$ cat config.mk
export PLATFORM = sky130hd
export DESIGN_NAME = mult_div_unit
export DESIGN_NICKNAME = d
export VERILOG_FILES = /design/src/rtl/mdu_pkg.sv /design/src/rtl/mdu_div_step.sv /design/src/rtl/mult_div_unit.sv
export SDC_FILE = /design/constraint.sdc
export NUM_CORES = 1
export LEC_CHECK = 0
export CORE_AREA = 2 2 179 251
export DETAILED_ROUTE_END_ITERATION = 8
export DIE_AREA = 0 0 181 253
export GPL_TIMING_DRIVEN = 0
export PLACE_DENSITY = 0.69
export SLEW_MARGIN = 20
export SYNTH_ARGS = -nofsm -noshare
export SYNTH_HDL_FRONTEND = slang
export SYNTH_SLANG_ARGS = --single-unit
$ cat constraint.sdc
create_clock -name clk -period 6.14 [get_ports clk]
set_input_delay 1.228 -clock clk [delete_from_list [all_inputs] [get_ports clk]]
set_output_delay 1.228 -clock clk [all_outputs]
set_load 0.1 [all_outputs]
$ cat src/rtl/mdu_pkg.sv
// Shared types and constants for the multiply/divide unit.
package mdu_pkg;

  localparam int MDU_WIDTH = 32;

  localparam logic MDU_MULT = 1'b0;
  localparam logic MDU_DIV  = 1'b1;

  typedef enum logic [1:0] {
    IDLE = 2'd0,
    RUN  = 2'd1,
    DONE = 2'd2
  } mdu_state_t;

endpackage

$ cat src/rtl/mdu_div_step.sv
// One restoring-division iteration on unsigned magnitudes.
// The dividend bits are shifted out of the top of quoIn, and the new quotient bit
// enters at the bottom, so after WIDTH steps quoOut holds the quotient.
module mdu_div_step #(
  parameter int WIDTH = 32
) (
  input  logic [WIDTH-1:0] remIn,
  input  logic [WIDTH-1:0] quoIn,
  input  logic [WIDTH-1:0] divisor,
  output logic [WIDTH-1:0] remOut,
  output logic [WIDTH-1:0] quoOut
);

  logic [WIDTH:0] shifted;
  logic [WIDTH:0] trial;

  // Shift the next dividend bit in and trial-subtract; restore the old value on borrow.
  always_comb begin
    shifted = {remIn, quoIn[WIDTH-1]};
    trial   = shifted - {1'b0, divisor};
    if (trial[WIDTH]) begin
      remOut = shifted[WIDTH-1:0];
      quoOut = {quoIn[WIDTH-2:0], 1'b0};
    end else begin
      remOut = trial[WIDTH-1:0];
      quoOut = {quoIn[WIDTH-2:0], 1'b1};
    end
  end

endmodule

$ cat src/rtl/mult_div_unit.sv
// Multi-cycle signed multiply (radix-2 Booth) / divide (restoring) unit with HI/LO result registers.
module mult_div_unit
  import mdu_pkg::*;
#(
  parameter int WIDTH = MDU_WIDTH
) (
  input  logic             clk,
  input  logic             reset,
  input  logic             start,
  input  logic             op,
  input  logic [WIDTH-1:0] a,
  input  logic [WIDTH-1:0] b,
  output logic             busy,
  output logic             done,
  output logic             div_zero,
  output logic [WIDTH-1:0] hi,
  output logic [WIDTH-1:0] lo
);

  localparam int CW = $clog2(WIDTH);

  mdu_state_t       state, stateNext;
  logic [CW-1:0]    count;
  logic             opR;
  logic [WIDTH-1:0] mcand;
  // Booth accumulator: {upper partial product, multiplier, q(-1)}
  logic [2*WIDTH:0] acc;
  logic [2*WIDTH:0] accNext;
  logic [WIDTH:0]   boothUpper, boothMcand, boothSum;
  logic [WIDTH-1:0] remR, quoR, divisor;
  logic [WIDTH-1:0] remStep, quoStep;
  logic [WIDTH-1:0] quoFinal, remFinal;
  logic             negQuo, negRem;
  logic             divByZero, lastIter;

  assign divByZero = (op == MDU_DIV) && (b == '0);
  assign lastIter  = (count == CW'(WIDTH - 1));

  // Booth step: the add/sub is done one bit wider so the -2^(W-1) multiplicand cannot overflow.
  always_comb begin
    boothUpper = {acc[2*WIDTH], acc[2*WIDTH:WIDTH+1]};
    boothMcand = {mcand[WIDTH-1], mcand};
    boothSum   = boothUpper;
    case (acc[1:0])
      2'b01:   boothSum = boothUpper + boothMcand;
      2'b10:   boothSum = boothUpper - boothMcand;
      default: boothSum = boothUpper;
    endcase
    accNext = {boothSum, acc[WIDTH:1]};
  end

  mdu_div_step #(.WIDTH(WIDTH)) uDivStep (
    .remIn   (remR),
    .quoIn   (quoR),
    .divisor (divisor),
    .remOut  (remStep),
    .quoOut  (quoStep)
  );

  // Sign correction of the final division step, applied only at commit.
  always_comb begin
    quoFinal = negQuo ? -quoStep : quoStep;
    remFinal = negRem ? -remStep : remStep;
  end

  // State register.
  always_ff @(posedge clk) begin
    if (reset) state <= IDLE;
    else       state <= stateNext;
  end

  // Next-state and status outputs.
  always_comb begin
    stateNext = state;
    busy      = 1'b0;
    done      = 1'b0;
    case (state)
      IDLE: if (start) stateNext = divByZero ? DONE : RUN;
      RUN: begin
        busy = 1'b1;
        if (lastIter) stateNext = DONE;
      end
      DONE: begin
        busy      = 1'b1;
        done      = 1'b1;
        stateNext = IDLE;
      end
      default: stateNext = IDLE;
    endcase
  end

  // Operand latch, iteration datapath and HI/LO commit.
  always_ff @(posedge clk) begin
    if (reset) begin
      count    <= '0;
      opR      <= 1'b0;
      mcand    <= '0;
      acc      <= '0;
      remR     <= '0;
      quoR     <= '0;
      divisor  <= '0;
      negQuo   <= 1'b0;
      negRem   <= 1'b0;
      div_zero <= 1'b0;
      hi       <= '0;
      lo       <= '0;
    end else begin
      case (state)
        IDLE: if (start) begin
          // Both setups are loaded; only the one matching opR is iterated.
          opR      <= op;
          mcand    <= a;
          acc      <= {{(WIDTH+1){1'b0}}, b, 1'b0};
          remR     <= '0;
          quoR     <= a[WIDTH-1] ? -a : a;
          divisor  <= b[WIDTH-1] ? -b : b;
          negQuo   <= a[WIDTH-1] ^ b[WIDTH-1];
          negRem   <= a[WIDTH-1];
          count    <= '0;
          div_zero <= divByZero;
        end
        RUN: begin
          count <= count + 1'b1;
          if (opR == MDU_MULT) begin
            acc <= accNext;
            if (lastIter) begin
              hi <= accNext[2*WIDTH:WIDTH+1];
              lo <= accNext[WIDTH:1];
            end
          end else begin
            remR <= remStep;
            quoR <= quoStep;
            if (lastIter) begin
              hi <= remFinal;
              lo <= quoFinal;
            end
          end
        end
        default: ;
      endcase
    end
  end

endmodule

==> results of run 1 <==
worst min-delay path, delay by kind of cell (launching register included):
kind,cells,cell delay [ns]
AOI/OAI and AO/OA,1,0.06
DFF,1,0.32
and+or+nand+nor,1,0.07
area by class of cell:
| type | instances | area (um2) |
|---|---|---|
| Clock buffer | 33 | 708 |
| Fill cell | 4380 | 22700 |
| Sequential cell | 267 | 5350 |
| Timing Repair Buffer | 134 | 1340 |
| Multi-Input combinational cell | 1941 | 11900 |
| Tap cell | 558 | 698 |
| Inverter | 70 | 265 |
| Buffer | 148 | 576 |
| Clock inverter | 16 | 143 |
registers in the layout, indices dropped and copies added (netlist names):
| signal | cells |
|---|---|
| acc | 65 |
| divisor | 32 |
| hi | 32 |
| lo | 32 |
| mcand | 32 |
| quoR | 32 |
| remR | 32 |
| count | 5 |
| state | 2 |
| div_zero | 1 |
| negQuo | 1 |
| opR | 1 |
power by group:
group / switching (uW) / internal [uW] / total [uW] / leakage, uW
sequential: 150 / 1870 / 2020 / 0.00218
clock: 779 / 876 / 1660 / 0.000415
combinational: 1380 / 722 / 2100 / 0.00516
total: 2310 / 3460 / 5770 / 0.00776
cell usage in the layout, fill, tap and decap left out, types with 26 or more instances in the layout:
cell type	netlist	final
nor2_1	327	327
nand2_1	307	307
dfxtp_1	267	267
a21oi_1	235	233
o21ai_0	141	137
clkdlybuf4s50_1	0	133
clkbuf_1	131	130
a211oi_1	117	116
xor2_1	100	100
xnor2_1	95	94
ha_1	75	75
inv_1	67	67
mux2i_1	66	65
a22oi_1	51	51
nor3_1	44	44
o31ai_1	31	30
nor4_1	28	28
clkbuf_16	0	27
a21o_1	26	26
metal layers:
| layer | wire length [um] | track usage |
|---|---|---|
| met3 | 4080 | 0.0344 |
| met1 | 27100 | 0.338 |
| met2 | 33400 | 0.516 |
| met4 | 4860 | 0.189 |
| met5 | 0 | 0 |
final timing paths:
path / cells past startpoint / start / endpoint / slack [ns]
setup / recovery: 23 / divisor[0]$_SDFFE_PP0P_ / hi[16]$_SDFFE_PP0P_ / 0.31
hold / removal: 2 / lo[22]$_SDFFE_PP0P_ / lo[22]$_SDFFE_PP0P_ / 0.49
setup reg to reg: 23 / divisor[0]$_SDFFE_PP0P_ / hi[16]$_SDFFE_PP0P_ / 0.31
hold reg to reg: 2 / lo[22]$_SDFFE_PP0P_ / lo[22]$_SDFFE_PP0P_ / 0.49
cell families after synthesis:
logic type	count (synthesis)
AND/OR/NAND/NOR	872
AO/OA/AOI/OAI	728
flip-flops	267
buffers and inverters	225
XOR/XNOR	195
adder cells (fa/ha/maj)	77
multiplexers	69
metrics by stage:
| step | cell area [um2] | hold WS, ns |
|---|---|---|
| 6_report | 21000 | 0.486 |
| 5_1_grt | 21000 | 0.504 |
| 4_1_cts | 21000 | 0.491 |
| 3_5_place_dp | 20100 | 0.479 |
| 3_3_place_gp | 20100 | 0.470 |
| 2_1_floorplan | 18100 | 0.440 |
timing repair:
action,in CTS,in global routing
hold endpoints to repair,0,0
buffers inserted,0,1
gates resized for setup,9,13
endpoints found under the setup margin,17,7
hold buffers,0,0
pin swaps,0,1
==> reports/results.ini, run 1 <==
[run_status]
status = finished clean

[worst_setup_path]
crit_required_ns = 6.64
crit_family = simple AND/OR/NAND/NOR gates
worstPathMaxFanout = 19
path_cells = ha_1 > inv_1 > fa_1 > a211oi_2 > o211ai_1 > a21oi_2 > a211o_1 > and3_2 > nor2_4 > inv_4 > buf_6 > buf_4 > o21ai_1 > inv_1 > ha_1 > nand3_1 > or4_1 > mux2_2 > or2_2 > o31ai_2 > xnor2_2 > a21oi_1 > nor3_1
cp_slowest_cell = or4_1
worst_setup_path_end_kind = flip-flop
worstPathArrival_ns = 6.34
critPathMaxStageDelay_ns = 0.51
startpoint_type = flip-flop
worstSetupPathType = reg2reg
cp_num_buf_inv = 5

[clock_network]
insertion_delay_ns = 0.59
clockRootBuffer = clkbuf_16
numCtsBuffers = 27
htreeDepth = 1
cts.path.max_buffers = 3
cts_tree = built
clkSinkCount = 267
clk_pin_slew_ns = 0.07

[timing]
drv_slew = 0
min_period_ns = 5.83
post-route-period-util = 0.950
slew_headroom = 0.325
worst_slew_pin_slew_ns = 1.01
fmax_mhz = 171
fin_skew_ns = 0.0127
setup_ws_ns = 0.305
grt_setup_unrepaired = false
fin_tns_setup_ns = 0
final-setup-viol-count = 0
hold_violations = 0

[global_route]
antenna_found_initial = 0
grt_util_all_layers = 0.294
grt.overflow.total = 0
grt_pass1_vias = 18200
grt_max_degree = 20
grt_pass1_wl_mm = 105

[die]
core_area_um2 = 43700
initial_core_util = 0.414
ios = 135
die_x_um = 181
dieArea_um2 = 45800
row_count = 91
die_h_um = 253

[synthesis]
yosys.area_share.xor_xnor = 0.0944
synthesis.area_um2 = 18100
synth_top_area_share = 0.295
ys_ff_latch = 267
syn_inst = 2433
synth-simple-area-share = 0.216
synth_top_family_by_area = compound AO/OA/AOI/OAI gates
yosysWarningCount = 0
syn_nets = 2578
synth_largest_area_cell = dfxtp_1
ys_seq_area_frac = 0.295
synthAdderAreaFrac = 0.0541
synth_compound_area_frac = 0.255
synth_cell_types = 81
synth_area_per_cell_um2 = 7.44
synthFlopType = dfxtp_1
synth-async-reset-ratio = 0
muxShareOfSynthArea = 0.0384
ys_top_cells_by_area = dfxtp_1 (30%), nor2_1 (6.8%), a21oi_1 (6.5%)
yosysMostFrequentCell = nor2_1
ys_top_cells_by_count = nor2_1 (327), nand2_1 (307), dfxtp_1 (267), a21oi_1 (235), o21ai_0 (141)
synth_edf_count = 0

[power_and_ir_drop]
p_per_area_nw_per_um2 = 274
p_total_uw = 5770
ir_drop_mv = 0.207
p_leak_uw = 0.00776

[placement]
place_hpwl_mm = 56.0
dp_cells = 3124
io_buffer_count = 133
dp_slack_ns = -1.12
gp_congestion = 0.981

[routing]
antenna_left = 0
drc = 0
wl_per_cell_um = 21.9
dr.pass1.iters = 5
drt_iter0_drc = 1483
via_per_inst = 5.93
num_vias = 18800
routed_wl_mm = 69.4

[layout]
layout-drive-gt1-share = 0.0368
diodes = 0
areaGrowthSynthToFinish_pct = 16.2
fin_cells = 3167
fin_util = 0.481
nNetsFinal = 2734

[flow_run]
drv_cap = 0

[min_path]
hp-class = reg2reg

(Power assumes the default switching activity.)
==> run 2: changes to the inputs <==
--- a/config.mk
+++ b/config.mk
@@ -9,7 +9,7 @@
 export DETAILED_ROUTE_END_ITERATION = 8
 export DIE_AREA = 0 0 181 253
 export GPL_TIMING_DRIVEN = 0
-export PLACE_DENSITY = 0.69
+export PLACE_DENSITY_LB_ADDON = 0.1
 export SLEW_MARGIN = 20
 export SYNTH_ARGS = -nofsm -noshare
 export SYNTH_HDL_FRONTEND = slang
==> reports/results.ini, run 2 (synthesis gave the netlist of run 1 again) <==
[run_status]
status = finished clean

[global_route]
grt_max_degree = 20  ; unchanged
grt_util_all_layers = 0.302  ; +0.00810
grt_pass1_vias = 17700  ; -2.5%
grt_pass1_wl_mm = 106  ; +1.5%
grt.overflow.total = 0  ; unchanged
antenna_found_initial = 0  ; unchanged

[timing]
hold_violations = 0  ; unchanged
fmax_mhz = 170  ; -0.59%
min_period_ns = 5.87  ; +0.0347 ns
fin_skew_ns = 0.0585  ; +0.0457 ns
final-setup-viol-count = 0  ; unchanged
drv_slew = 0  ; unchanged
grt_setup_unrepaired = false
fin_tns_setup_ns = 0  ; unchanged
worst_slew_pin_slew_ns = 1.00  ; -0.00463 ns
slew_headroom = 0.329  ; +0.00310
post-route-period-util = 0.956  ; +0.00565

[placement]
gp_congestion = 0.939  ; -4.3%
dp_cells = 3124  ; unchanged
io_buffer_count = 133  ; unchanged
place_hpwl_mm = 57.1  ; +1.9%

[routing]
dr.pass1.iters = 5  ; unchanged
antenna_left = 0  ; unchanged
drt_iter0_drc = 1252  ; -16%
routed_wl_mm = 70.7  ; +1.9%
via_per_inst = 5.82  ; -1.9%
num_vias = 18500  ; -1.8%
wl_per_cell_um = 22.3  ; +1.7%
drc = 0  ; unchanged

[power_and_ir_drop]
p_per_area_nw_per_um2 = 285  ; +3.7%
p_leak_uw = 0.00783  ; +0.93%
p_total_uw = 6030  ; +4.5%
ir_drop_mv = 0.239  ; +16%

[layout]
areaGrowthSynthToFinish_pct = 17.0
largest-register = acc
fin_cells = 3173  ; +0.19%
fillers = 4490  ; +2.5%
nNetsFinal = 2738  ; +0.15%
largest_register_ffs = 65  ; unchanged
layout-drive-gt1-share = 0.0375  ; +0.000680
layout_common_cells = nor2_1 (327), nand2_1 (307), dfxtp_1 (267)
diodes = 0  ; unchanged
final_common_cell = nor2_1

[die]
initial_core_util = 0.414  ; unchanged
core_area_um2 = 43700  ; unchanged
die_h_um = 253  ; unchanged
dieArea_um2 = 45800  ; unchanged
row_count = 91  ; unchanged
die_x_um = 181  ; unchanged
ios = 135  ; unchanged

[clock_network]
clkSinkCount = 267  ; unchanged
htreeDepth = 1  ; unchanged
numCtsBuffers = 28  ; +3.7%
cts.path.max_buffers = 3  ; unchanged
insertion_delay_ns = 0.61  ; +0.02 ns
cts_tree = built
clk_pin_slew_ns = 0.07  ; about the same
clockRootBuffer = clkbuf_16
cts_hold_buf = 0  ; unchanged

[worst_setup_path]
crit_required_ns = 6.62  ; -0.02 ns
worstPathArrival_ns = 6.35  ; about the same
worstPathMaxFanout = 28  ; +9
worst_setup_path_end_kind = flip-flop
worstSetupPathType = reg2reg
startpoint_type = flip-flop

[min_path]
hp-class = reg2reg

[flow_run]
drv_cap = 0  ; unchanged

==> run 2: changes by cell type in the layout (fill, tap and decap cells not counted), sizes merged <==
cell and change:
clkbuf +4, bufinv +4, inv -3, clkinv +1
==> run 2: critical path, cell delays in order (launching register included) <==
cell      delay [ns]
dfxtp_1         0.43
ha_1            0.21
inv_1           0.06
fa_1            0.46
a211oi_4        0.29
o211ai_1        0.14
a21oi_2         0.29
a211o_1         0.25
and3_2          0.31
nor2_4          0.09
inv_2           0.21
buf_8           0.26
o21ai_0         0.21
inv_1           0.10
ha_1            0.26
nand3_1         0.12
or4_1           0.51
mux2_2          0.35
or2_2           0.36
o31ai_1         0.29
xnor2_1         0.24
a21oi_1         0.11
nor3_1          0.18
==> run 2: timing repair <==
action	in CTS	in global routing
setup buffers	0	1
pin swaps	0	1
setup endpoints to repair	21	8
gates resized for setup	11	7
==> run 2: worst paths after layout <==
kind                                               from              endpoint  slack, ns  cells past startpoint
worst max-delay path            divisor[0]$_SDFFE_PP0P_   hi[16]$_SDFFE_PP0P_       0.27                     22
worst min-delay path               acc[63]$_SDFFE_PP0P_  acc[63]$_SDFFE_PP0P_       0.49                      2
worst max register to register  divisor[0]$_SDFFE_PP0P_   hi[16]$_SDFFE_PP0P_       0.27                     22
worst min register to register     acc[63]$_SDFFE_PP0P_  acc[63]$_SDFFE_PP0P_       0.49                      2
==> run 2: layout make-up <==
class                           count  area (um2)  share of cell area
Clock buffer                       34         753              0.0356
Buffer                            151         587              0.0277
Inverter                           70         263              0.0124
Timing Repair Buffer              134        1340              0.0632
Clock inverter                     18         251              0.0119
Sequential cell                   267        5350               0.252
Multi-Input combinational cell   1941       11900               0.564
Tap cell                          558         698              0.0330
==> run 2: report_power, final <==
| group | switching, uW | total (uW) | internal [uW] |
|---|---|---|---|
| registers | 152 | 2020 | 1870 |
| logic | 1390 | 2120 | 722 |
| clock network | 800 | 1890 | 1090 |
| total | 2350 | 6030 | 3680 |
==> run 2: metrics by stage <==
stage	utilization	setup slack, ns	area, um2	hold slack (ns)
finish	0.484	0.271	21200	0.489
global route	0.484	0.00524	21200	0.505
CTS	0.484	0.0176	21200	0.487
detailed placement	0.460	-1.21	20100	0.478
global placement	0.460	-1.18	20100	0.470
floorplan	-	0.894	18100	0.440
==> run 2: layer usage <==
| layer | GRT usage | vias up | wire [um] |
|---|---|---|---|
| li1 | - | 8966 | - |
| met5 | 0 | - | 0 |
| met3 | 0.0240 | 128 | 3280 |
| met2 | 0.533 | 589 | 34300 |
| met1 | 0.367 | 8777 | 29300 |
| met4 | 0.154 | 0 | 3820 |
